## src/rtl/ro_freq_counter.sv

```systemverilog
// Purpose: ring-oscillator frequency counter; counts synchronised rising edges of one selected tap over a 2^GATE_LOG2 cycle gate.
// Latency: DONE, COUNT, OVF and BUSY=0 appear after edge E(3+2^GATE_LOG2), where E0 is the edge that accepts START.
// Backpressure: none; START is ignored while BUSY=1, and COUNT/OVF hold until the next window completes.
//
// Ports:
//   CLK    system clock, rising edge
//   RN     asynchronous active-low reset
//   START  measurement request, accepted in IDLE only
//   SEL    oscillator select, captured on the START-accept edge (>= N_RO selects constant 0)
//   RO_IN  free-running oscillator outputs, asynchronous to CLK
//   BUSY   high from START-accept until the result is published
//   DONE   one-cycle pulse, COUNT/OVF just updated
//   COUNT  rising edges counted in the last completed window (saturating)
//   OVF    last window lost edges because COUNT was saturated
module ro_freq_counter #(
    parameter int N_RO      = 6,
    parameter int SEL_W     = 3,
    parameter int GATE_LOG2 = 10,
    parameter int CNT_W     = 16
) (
    input  logic             CLK,
    input  logic             RN,
    input  logic             START,
    input  logic [SEL_W-1:0] SEL,
    input  logic [N_RO-1:0]  RO_IN,
    output logic             BUSY,
    output logic             DONE,
    output logic [CNT_W-1:0] COUNT,
    output logic             OVF
);

    typedef enum logic [1:0] {
        IDLE    = 2'd0,
        ARM     = 2'd1,
        MEASURE = 2'd2
    } state_t;

    localparam logic [CNT_W-1:0] CNT_MAX = {CNT_W{1'b1}};

    state_t               state;
    logic [SEL_W-1:0]     sel_q;
    logic [1:0]           arm_cnt;
    logic [GATE_LOG2-1:0] win;
    logic [CNT_W-1:0]     cnt;
    logic                 ovf_q;
    logic                 s1, s2, s3;
    logic                 ro;
    logic                 ro_edge;
    logic [CNT_W-1:0]     cnt_nxt;
    logic                 ovf_nxt;

    // Compare-based mux so out-of-range selections never index past RO_IN.
    always_comb begin
        ro = 1'b0;
        for (int i = 0; i < N_RO; i++) begin
            if (sel_q == SEL_W'(i)) begin
                ro = RO_IN[i];
            end
        end
    end

    // s1/s2 are the metastability synchroniser; s3 only delays s2 for edge detection.
    always_ff @(posedge CLK or negedge RN) begin
        if (!RN) begin
            s1 <= 1'b0;
            s2 <= 1'b0;
            s3 <= 1'b0;
        end else begin
            s1 <= ro;
            s2 <= s1;
            s3 <= s2;
        end
    end

    assign ro_edge = s2 & ~s3;

    // Saturating increment; an edge arriving while already saturated is a lost edge.
    always_comb begin
        cnt_nxt = cnt;
        ovf_nxt = ovf_q;
        if (ro_edge) begin
            if (cnt == CNT_MAX) begin
                ovf_nxt = 1'b1;
            end else begin
                cnt_nxt = cnt + 1'b1;
            end
        end
    end

    always_ff @(posedge CLK or negedge RN) begin
        if (!RN) begin
            state   <= IDLE;
            sel_q   <= '0;
            arm_cnt <= '0;
            win     <= '0;
            cnt     <= '0;
            ovf_q   <= 1'b0;
            BUSY    <= 1'b0;
            DONE    <= 1'b0;
            COUNT   <= '0;
            OVF     <= 1'b0;
        end else begin
            case (state)
                IDLE: begin
                    DONE <= 1'b0;
                    if (START) begin
                        sel_q   <= SEL;
                        BUSY    <= 1'b1;
                        arm_cnt <= '0;
                        state   <= ARM;
                    end
                end
                // Three cycles let the new selection propagate through s1..s3,
                // so the first MEASURE sample never sees a stale-tap edge.
                ARM: begin
                    arm_cnt <= arm_cnt + 1'b1;
                    win     <= '0;
                    cnt     <= '0;
                    ovf_q   <= 1'b0;
                    if (arm_cnt == 2'd2) begin
                        state <= MEASURE;
                    end
                end
                MEASURE: begin
                    cnt   <= cnt_nxt;
                    ovf_q <= ovf_nxt;
                    win   <= win + 1'b1;
                    // Last sample of the window is folded straight into the result.
                    if (&win) begin
                        COUNT <= cnt_nxt;
                        OVF   <= ovf_nxt;
                        DONE  <= 1'b1;
                        BUSY  <= 1'b0;
                        state <= IDLE;
                    end
                end
                default: begin
                    state <= IDLE;
                    BUSY  <= 1'b0;
                    DONE  <= 1'b0;
                end
            endcase
        end
    end

endmodule

```

## config.mk

```make
export PLATFORM = sky130hd
export DESIGN_NAME = ro_freq_counter
export DESIGN_NICKNAME = d
export VERILOG_FILES = /design/src/rtl/ro_freq_counter.sv
export SDC_FILE = /design/constraint.sdc
export NUM_CORES = 1
export LEC_CHECK = 0
export CORE_MARGIN = 2
export CORE_UTILIZATION = 54
export CTS_BUF_LIST = sky130_fd_sc_hd__clkbuf_4
export DETAILED_ROUTE_END_ITERATION = 16
export GPL_TIMING_DRIVEN = 0
export PLACE_DENSITY = 0.84
export SLEW_MARGIN = 20
export SYNTH_ARGS = -nofsm -noshare
export SYNTH_HDL_FRONTEND = slang
export SYNTH_SLANG_ARGS = --single-unit
```

## constraint.sdc

```tcl
create_clock -name CLK -period 3.55 [get_ports CLK]
set_clock_uncertainty 0.1 [all_clocks]
set_input_delay 0.8875 -clock CLK [delete_from_list [all_inputs] [get_ports CLK]]
set_output_delay 0.8875 -clock CLK [all_outputs]
set_load 0.01 [all_outputs]
```

==> summary.md, run 1 <==
| Metric | Value |
|---|---|
| DP Wirelength | `roughly 4800 um` |
| Peak Freq | `0.369 GHz` |
| Post-synthesis register bit count | `56` |
| Flop2flop setup slack | `840 ps` |
| Slowest-stage cell, CP | `nor4_1` |
| Final period util | `76.4%` |
| Clock root buffer | `clkbuf_4` |
| Cell breakdown of the critical path | `ha_1 > nand4_1 > nor4_1 > clkbuf_1 > a31oi_1` |
| Most frequent cells after synthesis | `dfrtp_1, nand2_1, nor2_1, o21ai_0, a31oi_1` |
| DRT antenna net count | `0` |
| VDD IR-drop max | `0.440 mV` |
| CTS max path bufs | `2` |
| Max incr delay on CP | `840 ps` |
| Die extent in y | `a little under 80 um` |
| Antenna violations before repair | `0` |
| CTS tree | `built` |
| Top Family by Delay on Critical Path | `simple AND/OR/NAND/NOR gates` |
| H-tree lvl count | `2` |
| Starting Density | `55.1%` |
| FF-to-FF End | `COUNT[1]` |
| First-pass GRT wire length | `12000 um` |
| Finished Core Util | `63.8%` |
| Mean Syn Cell Area | `9.43 um2` |
| CP endpoint | `COUNT[1]` |
| Filler instances | `465` |
| Resized Gates After CTS | `0` |
| Routed wire length | `6910 um` |
| WL/cell | `16.2 um` |
| CTS Sinks | `56` |
| Chip Width | `78.3 um` |
| Slew @ Worst Pin | `just under 1000 ps` |
| Worst reg-to-reg path cell count | `5` |
| CP endpoint kind | `flip-flop` |
| Leakage | `1.36 nW` |
| Total GRT Usage | `24.7%` |
| Layout cells sized above 1 | `7.63%` |
| CP Max Fanout | `10` |
| Multi-input logic area | `1460 um2` |
| Initial drt markers | `149` |
| Remaining global-route overflow | `0` |
| Reg area | `between 1000 and 1500 um2` |
| Ant. Diodes | `0` |
| FP Rows | `27` |
| Vias in the first global route | `2543` |
| CP Launch Type | `flip-flop` |
| Register area share after synthesis | `between 40% and 50%` |
| Hold crit path type | `reg2reg` |
| Worst setup path start | `win[0]` |
| DRC | `0` |
| Hold Path Origin | `s1` |
| Largest net degree at the start of global routing | `57` |
| RePlAce Congestion | `0.911` |
| R2R Path Start | `win[0]` |
| Tmin final | `2710 ps` |
| Yosys top cell by area | `dfrtp_1` |
| Max-cap violation count | `0` |
| Bufs and invs on worst path | `1` |
| Count leader, synth | `dfrtp_1` |
| Num CTS Buffers | `5` |
| Vias/cell | `a little over 6` |
| Hold Slack | `269 ps` |
| Area share of the largest cell type after synthesis | `47.0%` |
| Critical path depth | `5` |
| Final setup viols | `0` |
| Routed via count | `2645` |
| Yosys warns | `0` |
| Syn Nets | `334` |
| Area growth, synth to finish | `15.7%` |
| Core area | `roughly 5400 um2` |
| Port buffer count | `30` |
| Number of synthesized flops with an enable pin | `0` |
| Worst Path Required | `approximately 3700 ps` |
| Final net count | `371` |
| Async S/R FF share, synth | `between 90% and 100%` |
| Count of cell types in the netlist | `46` |
| P per Cell Area | `482 nW/um2` |
| Post-Syn Area | `a little under 3000 um2` |
| Die area | `between 6000 and 7000 um2` |
| Critical path data arrival time | `about 2900 ps` |
| RSZ-0062 raised after global routing | `false` |
| Worst slew margin relative to its limit | `33.1%` |
| Outcome | `completed` |
| Top Ports | `31` |
| Area contributors post-synth | `dfrtp_1, o21ai_0, nand2_1, a31oi_1, nor2_1` |
| First-pass DRT Iterations | `4` |
| Post-CTS Hold Buffers | `0` |
| Clk pin slew, worst setup/hold paths | `160 ps` |
| Post-synth top flop | `dfrtp_1` |
| Setup CP Type | `reg2reg` |
| Clock latency on the worst-skew pair | `390 ps` |
| Fin. max-slew vios | `0` |
| Post-CTS Setup Inserts | `0` |
| Final Hold Violating Endpoints | `0` |
| Cells after synthesis | `316` |
worst reg2reg max path, stage by stage (launching register included):
cell and delay, ps:
dfrtp_1 450, ha_1 260, nand4_1 150, nor4_1 840, clkbuf_1 570, a31oi_1 200
how the worst min path moves through the flow:
stage                     cells past startpoint  endpoint  slack [ps]
final                                         0        s2         270
after global routing                          0        s2         290
after CTS                                     0        s2         270
after detailed placement                      0        s2         240
after global placement                        0        s2         230
after floorplan                               0        s2         230
metrics by stage:
stage / worst slack [ps] / cells / power (mW) / setup TNS [ps] / area, um2
after CTS: 859 / 426 / 1.67 / 0 / 3450
after global routing: 557 / 426 / 1.78 / 0 / 3450
final: 839 / 426 / 1.66 / 0 / 3450
after global placement: -201 / 418 / 1.29 / -11130 / 3370
after detailed placement: 897 / 418 / 1.31 / 0 / 3370
after floorplan: 1620 / 316 / 1.13 / 0 / 2980
registers in the layout, indices dropped and copies added, names as in the netlist, 2 cells and up:
| register | count |
|---|---|
| state | 2 |
| arm_cnt | 2 |
| win | 10 |
| COUNT | 16 |
| cnt | 16 |
| sel_q | 3 |
where the power goes:
part | switching [mW] | internal (mW) | leakage, nW | total [mW]
combinational | 0.365 | 0.177 | 0.548 | 0.542
clock | 0.197 | 0.156 | 0.0456 | 0.352
sequential | 0.0617 | 0.706 | 0.764 | 0.767
routing by layer:
metal	vias to the layer above	global-route usage (%)	part of all wire, %
met4	0	7.37	0.80
li1	1264	-	-
met2	86	40.9	47
met1	1291	33.1	45
met3	4	5.06	7.5
met5	-	0	0
layout by cell type, fill, tap and decap left out, types with 4 or more instances in the layout:
cell / instances
xnor2_1: 4
a21oi_1: 13
nor2_1: 24
nand2_1: 31
clkbuf_1: 11
nand3_1: 14
clkbuf_4: 6
ha_1: 6
o311ai_0: 4
mux2_2: 4
nand2b_1: 4
mux2i_1: 6
clkdlybuf4s50_1: 29
o21ai_0: 24
or3_1: 9
buf_2: 6
nor3_1: 4
inv_1: 11
a31oi_1: 18
o31ai_1: 8
dfrtp_1: 56
or4_1: 10
nand4_1: 10
o211ai_1: 4
kinds of logic (layout without fill, tap and decap cells):
family	Yosys count	count (layout)	share of synthesized area [%]
xor+xnor	5	5	1.47
mux	11	11	4.28
simple gates	124	124	22.5
compound gates	85	85	18.3
buf+inv	29	67	3.95
flops	56	56	47.0
fa+ha+maj	6	6	2.52
cell type report:
type / instances / share of cell area, %
Clock buffer: 6 / 1.31
Clock inverter: 2 / 1.02
Tap cell: 72 / 2.61
Buffer: 18 / 2.21
Sequential cell: 56 / 40.7
Timing Repair Buffer: 30 / 8.64
Inverter: 11 / 1.20
Multi-Input combinational cell: 231 / 42.4
No activity file was read; power rests on OpenSTA's default activity.
==> inputs of run 2 (changes only) <==
CORE_UTILIZATION = 53   (was 54)
PLACE_DENSITY = 0.86   (was 0.84)
clock period = 2.3 ns   (was 3.55 ns; I/O delays follow)
==> summary.md, run 2 (same netlist as run 1, synthesis figures left out) <==
| Metric | Value |
|---|---|
| Vias/cell | `6.05 (was 6.21)` |
| Outcome | `completed (unchanged)` |
| Core area | `5470 um2 (was 5410 um2)` |
| CP endpoint kind | `flip-flop (unchanged)` |
| Largest net degree at the start of global routing | `57 (unchanged)` |
| R2R Path Start | `cnt[0] (was win[0])` |
| Chip Width | `79.0 um (was 78.3 um)` |
| Initial drt markers | `309 (was 149)` |
| Final Hold Violating Endpoints | `0 (unchanged)` |
| Final setup viols | `0 (unchanged)` |
| Critical path data arrival time | `2320 ps (was 2850 ps)` |
| Fraction of power consumed by sequential logic | `46.2% (about the same)` |
| Clock latency on the worst-skew pair | `380 ps (was 390 ps)` |
| Num CTS Buffers | `5 (unchanged)` |
| Comb power frac | `32.6% (about the same)` |
| Clk pin slew, worst setup/hold paths | `160 ps (about the same)` |
| Leakage | `1.40 nW (was 1.36 nW)` |
| Routed via count | `2577 (was 2645)` |
| Tmin final | `2180 ps (was 2710 ps)` |
| CP Launch Type | `flip-flop (unchanged)` |
| H-tree lvl count | `2 (unchanged)` |
| Layout cells sized above 1 | `9.89% (was 7.63%)` |
| Die extent in y | `79.0 um (was 78.3 um)` |
| RSZ-0062 raised after global routing | `false (unchanged)` |
| Final net count | `371 (unchanged)` |
| Vias in the first global route | `2423 (was 2543)` |
| Worst slew margin relative to its limit | `47.4% (was 33.1%)` |
| Die area | `6240 um2 (was 6130 um2)` |
| DRT antenna net count | `0 (unchanged)` |
| Total GRT Usage | `23.2% (was 24.7%)` |
| Internal power | `1.60 mW (was 1.04 mW)` |
| Setup ws final | `120 ps (was 839 ps)` |
| Routed wire length | `6610 um (was 6910 um)` |
| Finished Core Util | `63.8% (about the same)` |
| Slew @ Worst Pin | `783 ps (was 994 ps)` |
| WL/cell | `15.5 um (was 16.2 um)` |
| Peak Freq | `0.459 GHz (was 0.369 GHz)` |
| Sw frac | `37.2% (was 37.5%)` |
| CTS max path bufs | `2 (unchanged)` |
| Area growth, synth to finish | `17.3% (was 15.7%)` |
| Setup CP Type | `reg2reg (unchanged)` |
| Most frequent cells in the layout | `dfrtp_1, nand2_1, clkdlybuf4s50_1, nor2_1, o21ai_0 (unchanged)` |
| CTS Sinks | `56 (unchanged)` |
| Sw Pwr | `949 uW (was 624 uW)` |
| Largest regs | `COUNT x16, cnt x16, win x10 (unchanged)` |
| Critical path depth | `6 (was 5)` |
| Top Family by Delay on Critical Path | `simple AND/OR/NAND/NOR gates (unchanged)` |
| Leading cell type in the layout, fill and taps excluded | `dfrtp_1 (unchanged)` |
| Clock root buffer | `clkbuf_4 (unchanged)` |
| Slowest-stage cell, CP | `dfrtp_1 (was nor4_1)` |
| Fin. max-slew vios | `0 (unchanged)` |
| P per Cell Area | `731 nW/um2 (was 482 nW/um2)` |
| Worst Path Required | `2440 ps (was 3690 ps)` |
| Antenna violations before repair | `0 (unchanged)` |
| Port buffer count | `30 (unchanged)` |
| Top Ports | `31 (unchanged)` |
| CP Max Fanout | `10 (unchanged)` |
| Cell breakdown of the critical path | `ha_1 > nand3_2 > nor4_4 > buf_2 > nand3b_1 > o221ai_1 (was ha_1 > nand4_1 > nor4_1 > clkbuf_1 > a31oi_1)` |
| RePlAce Congestion | `0.954 (was 0.911)` |
| FP Rows | `27 (unchanged)` |
| Filler instances | `485 (was 465)` |
| Bufs and invs on worst path | `1 (unchanged)` |
| Worst reg-to-reg path cell count | `6 (was 5)` |
| Max incr delay on CP | `480 ps (was 840 ps)` |
| First-pass DRT Iterations | `4 (unchanged)` |
| Remaining global-route overflow | `0 (unchanged)` |
| DRC | `0 (unchanged)` |
| DP Wirelength | `4710 um (was 4840 um)` |
| CTS tree | `built (unchanged)` |
| Ant. Diodes | `0 (unchanged)` |
| Hold crit path type | `in2async (was reg2reg)` |
| Final period util | `94.8% (was 76.4%)` |
| VDD IR-drop max | `0.624 mV (was 0.440 mV)` |
| Worst setup path start | `cnt[0] (was win[0])` |
| FF-to-FF End | `cnt[1] (was COUNT[1])` |
| Pre-CTS setup slack | `-252 ps (was 897 ps)` |
| Clk pwr share | `21.2% (about the same)` |
| First-pass GRT wire length | `11600 um (was 12000 um)` |
| Max-cap violation count | `0 (unchanged)` |
| CP endpoint | `cnt[1] (was COUNT[1])` |
| Flop2flop setup slack | `120 ps (was 840 ps)` |
| Starting Density | `54.4% (was 55.1%)` |
run 2: changes by cell type in the layout (fill, tap and decap cells not counted), sizes merged:
| cell | before | now |
|---|---|---|
| clkinvlp | 0 | 1 |
| buf | 7 | 8 |
| clkbuf | 18 | 16 |
run 2: metal layers:
metal / routed length (um) / track usage, %
met4: 78 / 6.03
met3: 472 / 4.55
met5: 0 / 0
met2: 3190 / 37.5
met1: 2870 / 32.1
run 2: stage by stage:
step / cell area [um2] / power [mW] / hold WS (ps) / setup TNS, ps / instances
final: 3490 / 2.55 / 113 / 0 / 426
after global routing: 3490 / 2.73 / 155 / 0 / 426
after detailed placement: 3370 / 2.01 / 236 / -2810 / 418
after global placement: 3370 / 1.98 / 233 / -65100 / 418
after floorplan: 2980 / 1.74 / 179 / 0 / 316
after CTS: 3450 / 2.55 / 143 / -59.3 / 425
run 2: power groups by stage:
stage	Combinational, mW	Sequential [mW]	Clock (mW)
after global placement	0.790	1.19	0
after global routing	0.937	1.19	0.601
after CTS	0.821	1.18	0.550
after floorplan	0.562	1.18	0
after detailed placement	0.816	1.20	0
final	0.834	1.18	0.541
run 2: how the worst min path moves through the flow:
stage,start,end,slack (ps),depth (start not counted)
6_report,RN,COUNT[7],110,1
5_1_grt,RN,cnt[9],160,1
4_1_cts,RN,s3,140,1
3_5_place_dp,s1,s2,240,0
3_3_place_gp,s1,s2,230,0
2_1_floorplan,RN,BUSY,180,0
run 2: area by class of cell:
cell class                 count  area [um2]  share of cell area (%)
multi-input combinational    231        1500                    42.9
sequential                    56        1400                    40.1
timing repair buffer          31         305                    8.74
tap                           72        90.1                    2.58
buffer                        17        76.3                    2.18
clock inverter                 3        42.5                    1.22
inverter                      11        41.3                    1.18
clock buffer                   5        37.5                    1.07
run 2: repair_timing:
item / in CTS / in global routing
cloned: 0 / 0
pin swaps: 0 / 1
hold buffers: 0 / 0
resized for setup: 4 / 5
buffers inserted: 0 / 1
setup endpoints to repair: 19 / 20
hold endpoints to repair: 0 / 0
==> inputs of run 3 (changes only) <==
ABC_AREA = 1   (was default)
==> summary.md, run 3 <==
| Metric | Value |
|---|---|
| Total GRT Usage | `21.3% (was 23.2%)` |
| Leakage | `1.74 nW (was 1.40 nW)` |
| DP Wirelength | `4520 um (was 4710 um)` |
| RSZ-0062 raised after global routing | `false (unchanged)` |
| Most frequent cells in the layout | `nand2_1, dfrtp_1, inv_1, nand3_1 (was dfrtp_1, nand2_1, clkdlybuf4s50_1, nor2_1, o21ai_0)` |
| GRT busiest layer | `met2 (unchanged)` |
| Antenna violations before repair | `0 (unchanged)` |
| Cells after synthesis | `392 (was 316)` |
| M1 GR Usage | `26.5% (was 32.1%)` |
| First-pass GRT wire length | `10500 um (was 11600 um)` |
| CP endpoint kind | `primary output (was flip-flop)` |
| Setup CP Type | `reg2out (was reg2reg)` |
| Fin. max-slew vios | `0 (unchanged)` |
| FP Rows | `27 (unchanged)` |
| Final Hold Violating Endpoints | `0 (unchanged)` |
| Yosys warns | `0 (unchanged)` |
| R2R Path Start | `state[0] (was cnt[0])` |
| Sw Pwr | `848 uW (was 949 uW)` |
| Area contributors post-synth | `dfrtp_1, nand2_1, nand3_1, inv_1, nor2_1 (was dfrtp_1, o21ai_0, nand2_1, a31oi_1, nor2_1)` |
| Vias in the first global route | `2476 (was 2423)` |
| Post-synthesis register bit count | `56 (unchanged)` |
| Worst Path Required | `1620 ps (was 2440 ps)` |
| Cell breakdown of the critical path | `clkdlybuf4s50_1 (was ha_1 > nand3_2 > nor4_4 > buf_2 > nand3b_1 > o221ai_1)` |
| Async S/R FF share, synth | `100% (unchanged)` |
| P per Cell Area | `674 nW/um2 (was 731 nW/um2)` |
| CP Max Fanout | `2 (was 10)` |
| Flop2flop setup slack | `320 ps (was 120 ps)` |
| Layout Cells excl Fill | `502 (was 426)` |
| Top Ports | `31 (unchanged)` |
| Number of synthesized flops with an enable pin | `0 (unchanged)` |
| CTS Sinks | `56 (unchanged)` |
| Hold crit path type | `in2async (unchanged)` |
| Clk pin slew, worst setup/hold paths | `150 ps (was 160 ps)` |
| Clock latency on the worst-skew pair | `390 ps (was 380 ps)` |
| Syn Nets | `410 (was 334)` |
| Area growth, synth to finish | `15.1% (was 17.3%)` |
| Count of cell types in the netlist | `34 (was 46)` |
| Starting Density | `54.4% (unchanged)` |
| Tmin final | `2030 ps (was 2180 ps)` |
| Post-synth top flop | `dfrtp_1 (unchanged)` |
| Peak Freq | `0.493 GHz (was 0.459 GHz)` |
| Routed wire length | `6190 um (was 6610 um)` |
| First-pass DRT Iterations | `4 (unchanged)` |
| Post-Syn Area | `2980 um2 (unchanged)` |
| Worst reg-to-reg path cell count | `7 (was 6)` |
| Chip Width | `79.0 um (unchanged)` |
| Placed insts | `494 (was 418)` |
| Routed via count | `2589 (was 2577)` |
| Pre-CTS setup slack | `334 ps (was -252 ps)` |
| Slew @ Worst Pin | `686 ps (was 783 ps)` |
| Area share of the largest cell type after synthesis | `47.0% (unchanged)` |
| Layout cells sized above 1 | `7.67% (was 9.89%)` |
| DRC | `0 (unchanged)` |
| Sw frac | `36.7% (was 37.2%)` |
| WL/cell | `12.3 um (was 15.5 um)` |
| Worst slew margin relative to its limit | `54.3% (was 47.4%)` |
| Leading cell type in the layout, fill and taps excluded | `nand2_1 (was dfrtp_1)` |
| Top Family by Delay on Critical Path | `buffers and inverters (was simple AND/OR/NAND/NOR gates)` |
| CTS max path bufs | `2 (unchanged)` |
| Ant. Diodes | `0 (unchanged)` |
| Final period util | `88.2% (was 94.8%)` |
| Comb power frac | `30.4% (was 32.6%)` |
| Met2 usage | `36.6% (was 37.5%)` |
| Remaining global-route overflow | `0 (unchanged)` |
| Fraction of power consumed by sequential logic | `49.8% (was 46.2%)` |
| CTS tree | `built (unchanged)` |
| VDD IR-drop max | `0.660 mV (was 0.624 mV)` |
| Critical path data arrival time | `1350 ps (was 2320 ps)` |
| Internal power | `1.46 mW (was 1.60 mW)` |
| Vias/cell | `5.16 (was 6.05)` |
| Most frequent cells after synthesis | `nand2_1, dfrtp_1, inv_1 (was dfrtp_1, nand2_1, nor2_1, o21ai_0, a31oi_1)` |
| H-tree lvl count | `2 (unchanged)` |
| Resized Gates After CTS | `0 (was 4)` |
| Setup ws final | `271 ps (was 120 ps)` |
| Final net count | `447 (was 371)` |
| Slowest-stage cell, CP | `clkdlybuf4s50_1 (was dfrtp_1)` |
| Max incr delay on CP | `560 ps (was 480 ps)` |
| Max-cap violation count | `0 (unchanged)` |
| Outcome | `completed (unchanged)` |
| Mean Syn Cell Area | `7.60 um2 (was 9.43 um2)` |
| Count leader, synth | `nand2_1 (was dfrtp_1)` |
| Met3 Usage GRT | `4.09% (was 4.55%)` |
| Register area share after synthesis | `47.0% (unchanged)` |
| Die extent in y | `79.0 um (unchanged)` |
| Clk pwr share | `19.8% (was 21.2%)` |
| Num CTS Buffers | `5 (unchanged)` |
| Core area | `5470 um2 (unchanged)` |
| FF-to-FF End | `cnt[9] (was cnt[1])` |
| Post-CTS Hold Buffers | `0 (unchanged)` |
| Initial drt markers | `181 (was 309)` |
| Clock root buffer | `clkbuf_4 (unchanged)` |
| Bufs and invs on worst path | `1 (unchanged)` |
| CP Launch Type | `flip-flop (unchanged)` |
| Die area | `6240 um2 (unchanged)` |
| Largest regs | `COUNT x16, cnt x16, win x10 (unchanged)` |
| Largest net degree at the start of global routing | `57 (unchanged)` |
| Post-CTS Setup Inserts | `0 (unchanged)` |
| RePlAce Congestion | `0.852 (was 0.954)` |
| DRT antenna net count | `0 (unchanged)` |
| Port buffer count | `30 (unchanged)` |
| Yosys top cell by area | `dfrtp_1 (unchanged)` |
| Final setup viols | `0 (unchanged)` |
[run 3: logic make-up (layout without fill, tap and decap cells)]
kind of cell	after synthesis	in the layout	synth area share [%]
simple gates	244	244	35.4
flops	56	56	47.0
buf+inv	48	86	6.97
compound gates	34	34	6.85
fa+ha+maj	6	6	2.52
xor+xnor	3	3	0.882
mux	1	1	0.378
[run 3: area by class of cell]
| cell class | count | area [um2] |
|---|---|---|
| buffer | 6 | 47.5 |
| clock buffer | 7 | 52.6 |
| clock inverter | 1 | 8.76 |
| fill | 487 | 2040 |
| inverter | 42 | 160 |
| multi-input combinational | 288 | 1370 |
| sequential | 56 | 1400 |
| tap | 72 | 90.1 |
| timing repair buffer | 30 | 298 |
[run 3: worst max path at each step]
stage / start / end / slack (ps) / depth (start not counted)
after global routing: state[0] / cnt[6] / 150 / 7
after CTS: OVF / OVF / 280 / 1
after global placement: RN / sel_q[2] / -1150 / 1
final: OVF / OVF / 270 / 1
after floorplan: state[0] / win[7] / 700 / 9
after detailed placement: state[0] / cnt[9] / 330 / 7
[run 3: through the flow]
step	utilization, %	hold WS [ps]	instance area, um2	total power [mW]	setup TNS, ps
final	62.6	116	3430	2.31	0
after CTS	62.6	137	3430	2.32	0
after global routing	62.6	162	3430	2.48	0
after detailed placement	61.5	240	3370	1.87	0
after floorplan	-	179	2980	1.66	0
after global placement	61.6	240	3370	1.85	-64530
[run 3: power groups by stage]
stage               registers, mW  clock network, mW  logic (mW)
finish                       1.15              0.458       0.702
global route                 1.17              0.504       0.810
CTS                          1.15              0.463       0.706
detailed placement           1.17                  0       0.702
global placement             1.16                  0       0.682
floorplan                    1.16                  0       0.498
[run 3: metal layers]
layer / vias up / routed length [um]
li1: 1313 / -
met5: - / 0
met1: 1215 / 2730
met4: 0 / 138
met3: 14 / 229
met2: 47 / 3090
